$ cat src/rtl/corelet_pkg.sv
// corelet_pkg: sequencer state encoding and corelet instruction-word bit map
// shared by corelet_ctrl and anything that decodes its inst output.
package corelet_pkg;

    typedef enum logic [2:0] {
        S_IDLE,
        S_W_L0,
        S_W_LOAD,
        S_W_FLUSH,
        S_X_L0,
        S_EXEC,
        S_DRAIN,
        S_DONE
    } state_e;

    localparam int unsigned INST_KLOAD    = 0;
    localparam int unsigned INST_EXEC     = 1;
    localparam int unsigned INST_L0_WR    = 2;
    localparam int unsigned INST_L0_RD    = 3;
    localparam int unsigned INST_OFIFO_RD = 6;
    localparam int unsigned INST_W        = 34;

endpackage

$ cat src/rtl/corelet_ctrl.sv
// corelet_ctrl: per-layer weight-stationary sequencer driving corelet inst, xmem reads and pmem writes.
// Optional CORELET_CTRL_ABORT_EN adds an abort input that returns the FSM to IDLE without a done pulse.
module corelet_ctrl
    import corelet_pkg::*;
#(
    parameter int unsigned row     = 8,
    parameter int unsigned col     = 8,
    parameter int unsigned len_kij = 9,
    parameter int unsigned len_nij = 36,
    parameter int unsigned w_base  = 11'd1024,
    parameter int unsigned addr_bw = 11
) (
    input  logic               clk,
    input  logic               reset,
    input  logic               start,
`ifdef CORELET_CTRL_ABORT_EN
    input  logic               abort,
`endif
    input  logic               ofifo_valid,
    output logic               busy,
    output logic               done,
    output logic [INST_W-1:0]  inst,
    output logic               xmem_cen,
    output logic [addr_bw-1:0] xmem_addr,
    output logic               pmem_wen,
    output logic [addr_bw-1:0] pmem_addr
);

    localparam int unsigned CW = 16;
    localparam int unsigned KW = 8;

    state_e              state_q, state_d;
    logic [CW-1:0]       cnt_q, cnt_d;
    logic [CW-1:0]       rows_q, rows_d;
    logic [KW-1:0]       kij_q, kij_d;
    logic [INST_W-1:0]   inst_q, inst_d;
    logic                busy_q, busy_d;
    logic                done_q, done_d;
    logic                xmem_cen_q, xmem_cen_d;
    logic [addr_bw-1:0]  xmem_addr_q, xmem_addr_d;
    logic                pmem_wen_q, pmem_wen_d;
    logic [addr_bw-1:0]  pmem_addr_q, pmem_addr_d;
    logic                abort_w;
    logic                rd;
    logic                last_wr;

`ifdef CORELET_CTRL_ABORT_EN
    assign abort_w = abort;
`else
    assign abort_w = 1'b0;
`endif

    assign rd      = (state_q == S_DRAIN) && ofifo_valid && (rows_q < CW'(len_nij));
    assign last_wr = (state_q == S_DRAIN) && !pmem_wen_q && (rows_q == CW'(len_nij));

    always_comb begin
        state_d = state_q;
        cnt_d   = cnt_q + CW'(1);
        kij_d   = kij_q;
        rows_d  = rows_q;
        case (state_q)
            S_IDLE: begin
                cnt_d = '0;
                if (start) begin
                    state_d = S_W_L0;
                    kij_d   = '0;
                end
            end
            S_W_L0:    if (cnt_q == CW'(col))           state_d = S_W_LOAD;
            S_W_LOAD:  if (cnt_q == CW'(col - 1))       state_d = S_W_FLUSH;
            S_W_FLUSH: if (cnt_q == CW'(row + col - 1)) state_d = S_X_L0;
            S_X_L0:    if (cnt_q == CW'(len_nij))       state_d = S_EXEC;
            S_EXEC: begin
                if (cnt_q == CW'(len_nij - 1)) begin
                    state_d = S_DRAIN;
                    rows_d  = '0;
                end
            end
            S_DRAIN: begin
                cnt_d = cnt_q;
                if (rd) rows_d = rows_q + CW'(1);
                if (last_wr) begin
                    if (kij_q == KW'(len_kij - 1)) begin
                        state_d = S_DONE;
                    end else begin
                        kij_d   = kij_q + KW'(1);
                        state_d = S_W_L0;
                    end
                end
            end
            S_DONE:  state_d = S_IDLE;
            default: state_d = S_IDLE;
        endcase
        if (state_d != state_q) cnt_d = '0;
        // Abort also beats a simultaneous start while idle.
        if (abort_w) begin
            state_d = S_IDLE;
            cnt_d   = '0;
        end
    end

    // Registered outputs are decoded from the upcoming state so they line up with state_q.
    always_comb begin
        inst_d      = '0;
        xmem_cen_d  = 1'b1;
        xmem_addr_d = xmem_addr_q;
        busy_d      = (state_d != S_IDLE) && (state_d != S_DONE);
        done_d      = (state_d == S_DONE);
        case (state_d)
            S_W_L0: begin
                if (cnt_d < CW'(col)) begin
                    xmem_cen_d  = 1'b0;
                    xmem_addr_d = addr_bw'(w_base + col * 32'(kij_d) + 32'(cnt_d));
                end
                if (cnt_d != '0) inst_d[INST_L0_WR] = 1'b1;
            end
            S_W_LOAD: begin
                inst_d[INST_L0_RD] = 1'b1;
                inst_d[INST_KLOAD] = 1'b1;
            end
            S_X_L0: begin
                if (cnt_d < CW'(len_nij)) begin
                    xmem_cen_d  = 1'b0;
                    xmem_addr_d = addr_bw'(cnt_d);
                end
                if (cnt_d != '0) inst_d[INST_L0_WR] = 1'b1;
            end
            S_EXEC: begin
                inst_d[INST_L0_RD] = 1'b1;
                inst_d[INST_EXEC]  = 1'b1;
            end
            default: ;
        endcase
        pmem_wen_d  = !(rd && !abort_w);
        pmem_addr_d = (rd && !abort_w) ? addr_bw'(32'(kij_q) * len_nij + 32'(rows_q)) : pmem_addr_q;
    end

    always_ff @(posedge clk or negedge reset) begin
        if (!reset) begin
            state_q     <= S_IDLE;
            cnt_q       <= '0;
            rows_q      <= '0;
            kij_q       <= '0;
            inst_q      <= '0;
            busy_q      <= 1'b0;
            done_q      <= 1'b0;
            xmem_cen_q  <= 1'b1;
            xmem_addr_q <= '0;
            pmem_wen_q  <= 1'b1;
            pmem_addr_q <= '0;
        end else begin
            state_q     <= state_d;
            cnt_q       <= cnt_d;
            rows_q      <= rows_d;
            kij_q       <= kij_d;
            inst_q      <= inst_d;
            busy_q      <= busy_d;
            done_q      <= done_d;
            xmem_cen_q  <= xmem_cen_d;
            xmem_addr_q <= xmem_addr_d;
            pmem_wen_q  <= pmem_wen_d;
            pmem_addr_q <= pmem_addr_d;
        end
    end

    // OFIFO read strobe follows this cycle's ofifo_valid so an empty FIFO is never popped.
    always_comb begin
        inst                = inst_q;
        inst[INST_OFIFO_RD] = rd;
    end

    assign busy      = busy_q;
    assign done      = done_q;
    assign xmem_cen  = xmem_cen_q;
    assign xmem_addr = xmem_addr_q;
    assign pmem_wen  = pmem_wen_q;
    assign pmem_addr = pmem_addr_q;

endmodule

$ cat config.mk
export PLATFORM = sky130hd
export DESIGN_NAME = corelet_ctrl
export DESIGN_NICKNAME = d
export VERILOG_FILES = /design/src/rtl/corelet_pkg.sv /design/src/rtl/corelet_ctrl.sv
export SDC_FILE = /design/constraint.sdc
export NUM_CORES = 1
export LEC_CHECK = 0
export BUFFER_PORTS_ARGS = -buffer_cell sky130_fd_sc_hd__buf_4
export CORE_AREA = 2 2 123 125
export CTS_CLUSTER_DIAMETER = 100
export DETAILED_ROUTE_END_ITERATION = 8
export DIE_AREA = 0 0 125 127
export GPL_TIMING_DRIVEN = 1
export PLACE_DENSITY = 0.49
export SLEW_MARGIN = 25
export SYNTH_ARGS = -nofsm -noshare
export SYNTH_HDL_FRONTEND = slang
export SYNTH_SLANG_ARGS = --single-unit
$ cat constraint.sdc
create_clock -name clk -period 10.2 [get_ports clk]
set_clock_uncertainty 0.05 [all_clocks]
set_input_delay 0.51 -clock clk [delete_from_list [all_inputs] [get_ports clk]]
set_output_delay 0.51 -clock clk [all_outputs]
set_load 0.05 [all_outputs]
* Word level (Yosys, flattened, before mapping)
Cells that the tools add are included.
** Storage, ports and cells
- Flip-flop bits (word level) :: 73
- Input port bits :: 4
** Cells by class
- Add/sub/neg operators :: 6
- Multipliers :: 1
- $lt $le $gt $ge :: 3
- Equality and inequality tests :: 25
- Mux-type cells :: 29
- Reduce and logical (&&, ||, !) cells :: 16
** Operators with widths (count)
- case mux 16 bit (2 select lines) :: 2
- equality test 16 x 6 -> 1 bit, second input constant :: 3
- two-way mux 16 bit :: 3
- adder 16 x 1 -> 16 bit, second input constant :: 2
- equality test 16 x 4 -> 1 bit, second input constant :: 2
- less-than comparator 16 x 6 -> 1 bit, second input constant :: 2
- two-way mux 3 bit :: 8
- two-way mux 8 bit :: 3
- case mux 3 bit (8 select lines) :: 1
- adder 11 bit :: 2
- two-way mux 11 bit :: 2
- case mux 11 bit (2 select lines) :: 1
- equality test 3 bit, second input constant :: 7
- equality test 16 x 3 -> 1 bit, second input constant :: 1
- less-than comparator 16 x 4 -> 1 bit, second input constant :: 1
- case mux 8 bit (2 select lines) :: 1
- nonzero test 16 bit :: 1
- adder 11 bit, first input constant :: 1
- equality test 3 x 2 -> 1 bit, second input constant :: 3
- multiplier 8 x 4 -> 9 bit, second input constant :: 1
- adder 8 x 1 -> 8 bit, second input constant :: 1
- equality test 8 x 4 -> 1 bit, second input constant :: 1
- inequality test 2 bit, second input constant :: 4
- two-way mux 1 bit :: 7
- other kinds (11) :: 20

* Logic depth before layout (Yosys ltp)
- Depth in word-level cells :: 10
- Depth in mapped cells :: 19
- Depth with buffers taken out :: 19

* Worst setup path before layout
No wires, ideal clock.
- Path type :: register to register
- Start point :: reg cnt_q[9]
- End point :: reg xmem_addr_q[10] (netlist: xmem_addr[10])
- Setup time :: 0.125 ns
- Arrival :: 4.088 ns
- Data required time :: 10.025 ns
- Setup slack :: 5.936 ns
- Stages on the path, launching flop included :: 18
- Buffers on the path :: 0
- Period minus slack after synthesis :: 4.264 ns
- Cell sequence :: dfrtp_1 or4_1 or3_4 a21oi_2 nor2_1 a31oi_2 nor2b_1 ha_1 ha_1 fa_1 a21oi_1 o21bai_1 a21oi_1 and4b_1 a21o_1 a21oi_1 xor2_1 mux2_4
** On the way
- Longest elaborated chain between the ends :: 8
- Elaborated cells between the ends (all ways) :: 27
- Classes of those cells :: 2 x add/sub; 2 x order compare; 10 x eq/ne; 11 x mux; 2 x reduce/logical
** RTL lines
- start, declared :: line corelet_ctrl.sv:33 : logic [CW-1:0] cnt_q, cnt_d;
- start signal, assigned :: line corelet_ctrl.sv:153 : cnt_q <= cnt_d;
- equality test 16 x 6 -> 1 bit, or another cell as far along :: line corelet_ctrl.sv:74 : if (cnt_q == CW'(len_nij - 1)) begin
- two-way mux 3 bit (on tied branches)
- case mux 3 bit (8 select lines) (*) :: line corelet_ctrl.sv:61 : case (state_q)
- inequality test 3 bit (*) :: line corelet_ctrl.sv:94 : if (state_d != state_q) cnt_d = '0;
- two-way mux 16 bit (*) :: line corelet_ctrl.sv:94
- named net cnt_d[4] :: line corelet_ctrl.sv:33
- less-than comparator 16 x 6 -> 1 bit, or another cell as far along :: line corelet_ctrl.sv:122 : if (cnt_d < CW'(len_nij)) begin
- inequality test 2 bit (no line) or two-way mux 11 bit (tied branches)
- AND reduction 3 bit (no line) or case mux 11 bit (2 select lines) (tied branches)
- end signal, assigned :: line corelet_ctrl.sv:160 : xmem_addr_q <= xmem_addr_d;
- end, declared :: line corelet_ctrl.sv:40 : logic [addr_bw-1:0] xmem_addr_q, xmem_addr_d;
Mark *: on every way through the listed nets, which the timed path passes. The rest lies on a longest branch. The select of a mux whose other input is x is not followed.
A chain may end at the register's enable or synchronous reset.

* Worst setup path after layout
- Start point :: reg state_q[0]
- End point :: reg xmem_addr_q[10] (netlist: xmem_addr[10])
** On the way
- Longest elaborated chain between the ends :: 10
- Elaborated cells between the ends (all ways) :: 36
- Classes of those cells :: 2 x add/sub; 2 x order compare; 12 x eq/ne; 15 x mux; 5 x reduce/logical
** RTL lines
- start, declared :: line corelet_ctrl.sv:32 : state_e state_q, state_d;
- start signal, assigned :: line corelet_ctrl.sv:152 : state_q <= state_d;
- equality test 3 bit :: line corelet_ctrl.sv:54, corelet_ctrl.sv:61
- logical AND 1 bit (2 in a row) :: line corelet_ctrl.sv:54 : assign last_wr = (state_q == S_DRAIN) && !pmem_wen_q && (rows_q == CW'(len_nij));
- two-way mux 3 bit :: line corelet_ctrl.sv:82 : if (last_wr) begin
- case mux 3 bit (8 select lines) :: line corelet_ctrl.sv:61
- inequality test 3 bit :: line corelet_ctrl.sv:94
- two-way mux 16 bit (*) :: line corelet_ctrl.sv:94
- named net cnt_d[4] :: line corelet_ctrl.sv:33
- less-than comparator 16 x 6 -> 1 bit, or another cell as far along :: line corelet_ctrl.sv:122
- inequality test 2 bit (no line) or two-way mux 11 bit (tied branches)
- AND reduction 3 bit (no line) or case mux 11 bit (2 select lines) (tied branches)
Marks and branches as above.

==> results.toml <==
[worst_setup_path]
critPathSlowestCell = "a31oi_2"
path_delay_family = "compound AO/OA/AOI/OAI gates"
critPathKind = "flop to flop"
start_kind = "flop"
worstPathCellList = "and3b_1 > and4_1 > a21boi_0 > a31oi_2 > nor2b_1 > ha_1 > ha_1 > fa_1 > a21oi_1 > o21bai_1 > a21oi_1 > and4b_1 > a21o_1 > a21oi_1 > xor2_1 > mux2_4"
cp_max_fo = 18
worstPathRequired_ns = 10.38
cpMostUsedCell = "a21oi_1"
regToRegSetupSlack_ns = 5.07
crit_buf_inv = 0
arrival_ns = 5.30
cp-end-kind = "flop"
max_stage_delay_ns = 0.88

[floorplanning]
rows = 44
core_um2 = 14400
die_x_um = 125
num_io_pins = 64
initial_core_util_pct = 34.8
dieArea_um2 = 15900
die-height_um = 127

[synthesis]
avgSynthCellArea_um2 = 9.32
postSynth.asyncResetShare_pct = 100
synth_most_common_cell = "dfrtp_1"
ys_warn_count = 0
yosysUniqueCellTypes = 76
ys.flop_type = "dfrtp_1"
yosysTopAreaCell = "dfrtp_1"
yosysSeqAreaShare_pct = 36.4
postSynthCellCount = 539
ys_ff_latch = 73
synth_commonest_cells = "71 x dfrtp_1, 47 x nor2_1, 46 x nand2_1, 37 x ha_1, 30 x buf_4"
synth_top_area_share_pct = 35.4
syn-cell-area_um2 = 5020
synth.area.top_cells = "dfrtp_1 35%, ha_1 9.2%, buf_4 4.5%, nor2_1 3.5%, nand2_1 3.4%"
synth-edff-count = 0

[detailed_routing]
vias_per_cell = 5.25
wl_per_cell_um = 15.6
finalWirelength_mm = 11.8
via_count = 3955
ant_nets = 0
firstDrtPassIters = 5
drtIter0Drc = 258
drc_errors = 0

[final_layout]
nFillCells = 1462
diodes = 0
fin_util_pct = 38.8
nets = 608
multi_input_area_um2 = 2890
syn_to_final_growth_pct = 11.5
drive_gt1_share_pct = 15.1
final-seq-area_um2 = 1830

[clock_tree]
cts_sinks = 73
cts.clk_slew.worst_paths_ns = 0.06
cts_tree = "yes"
numCtsBuffers = 9
hold_buffers = 0
clock_latency_ns = 0.34
htree_levels = 3
post_cts_buffers = 0
clk_root_buffer_cell = "clkbuf_16"
clock_path_buffers = 2
post_cts_resized = 0

[sta]
fin_crit_sh_pct = 50.3
setup-violations-final = 0
tightest_slew_ns = 1.01
hold_viol = 0
fmax_mhz = 195
min_period_ns = 5.13
rsz0062_at_grt = "no"
slew_viol_final = 0
max_slew_margin_pct = 32.8
fin_tns_setup_ns = 0

[outcome]
status = "finished, final reports clean"

[grt]
grt_pass1_vias = 3788
antenna_found_initial = 0
grt_max_degree = 74
grt_util_all_layers_pct = 15.3
globalRouteOverflowTotal = 0
grt_first_pass_wirelength_mm = 19.4

[place]
gp_congestion = 0.929
dp_hpwl_mm = 8.65
port_buffers = 34

[pwr]
leakage_nw = 2.65
ir_drop_v = 0.0000723
power_w = 0.000635
power.density_nw_per_um2 = 113

[job]
maxCapViolCount = 0

[worst_hold_path]
holdCritPathClass = "input port to async pin"
==> layout by cell type, fill, tap and decap left out, types with 4 or more instances in the layout <==
cell / netlist / layout
clkbuf_16: 0 / 9
o31ai_1: 7 / 7
nor2b_1: 7 / 7
a21boi_0: 5 / 5
xor2_1: 6 / 6
o21ai_0: 23 / 23
nand2b_1: 6 / 6
a21o_1: 8 / 8
o21bai_1: 4 / 4
nor2_1: 47 / 47
dfrtp_1: 71 / 71
a31oi_1: 9 / 9
mux2_2: 9 / 9
nand4_1: 6 / 6
inv_1: 22 / 22
ha_1: 37 / 37
o21a_1: 4 / 4
a21oi_1: 29 / 29
buf_4: 30 / 34
nor3_1: 9 / 9
xnor2_1: 13 / 13
nand2_1: 46 / 46
and3_1: 13 / 13
conb_1: 1 / 29
or3_1: 7 / 7
mux2_4: 9 / 9
nand3_1: 18 / 18
==> area by class of cell <==
| type | count | area share (%) |
|---|---|---|
| clock buffer | 12 | 4.40 |
| clock inverter | 4 | 0.804 |
| inverter | 24 | 1.61 |
| multi-input combinational | 421 | 51.7 |
| sequential | 73 | 32.7 |
| tap | 184 | 4.11 |
| timing repair buffer | 35 | 4.76 |
==> kinds of logic after synthesis <==
| group | Yosys count | synth area share [%] |
|---|---|---|
| xor+xnor | 19 | 3.31 |
| simple gates | 194 | 20.6 |
| mux | 21 | 5.31 |
| other cells | 1 | 0.0746 |
| buf+inv | 73 | 8.07 |
| flops | 73 | 36.4 |
| fa+ha+maj | 40 | 10.4 |
| compound gates | 118 | 15.8 |
==> stage by stage <==
step | cell area, um2 | cells | worst slack, ns | hold slack [ns]
floorplan | 5130 | 567 | 5.94 | 0.164
global placement | 5300 | 736 | 5.18 | 0.415
detailed placement | 5310 | 737 | 5.08 | 0.421
CTS | 5600 | 753 | 5.03 | 0.311
global route | 5600 | 753 | 4.68 | 0.183
finish | 5600 | 753 | 5.07 | 0.125
==> power by group <==
group,internal (W),leakage (nW),switching (W)
sequential,0.000290,0.947,0
clock,0.000195,0.146,0.000120
combinational,0.000000885,1.55,0.0000291
total,0.000485,2.65,0.000149
==> metal layers <==
metal	global-route usage (%)	part of all wire [%]	vias up
met3	2.76	4.1	23
met5	0	0	-
met4	7.65	2.8	0
li1	-	-	1925
met2	24.0	46	108
met1	20.5	47	1899
==> sequential cells by signal (all words and copies together) (netlist names) <==
| register | cells |
|---|---|
| state_q | 3 |
| xmem_addr | 11 |
| pmem_wen | 1 |
| done | 1 |
| rows_q | 16 |
| cnt_q | 16 |
| pmem_addr | 11 |
| xmem_cen | 1 |
| inst_q | 4 |
| busy | 1 |
| kij_q | 8 |
==> worst paths after layout <==
path                       depth (start not counted)             to    startpoint
setup / recovery                                  16  xmem_addr[10]    state_q[0]
hold / removal                                     1  pmem_addr[10]         reset
setup reg to reg                                  16  xmem_addr[10]    state_q[0]
hold reg to reg                                    2   pmem_addr[9]  pmem_addr[9]
max in group asynchronous                          1      cnt_q[13]         reset
min in group clk                                   2   pmem_addr[9]  pmem_addr[9]
(Power assumes the default switching activity.)
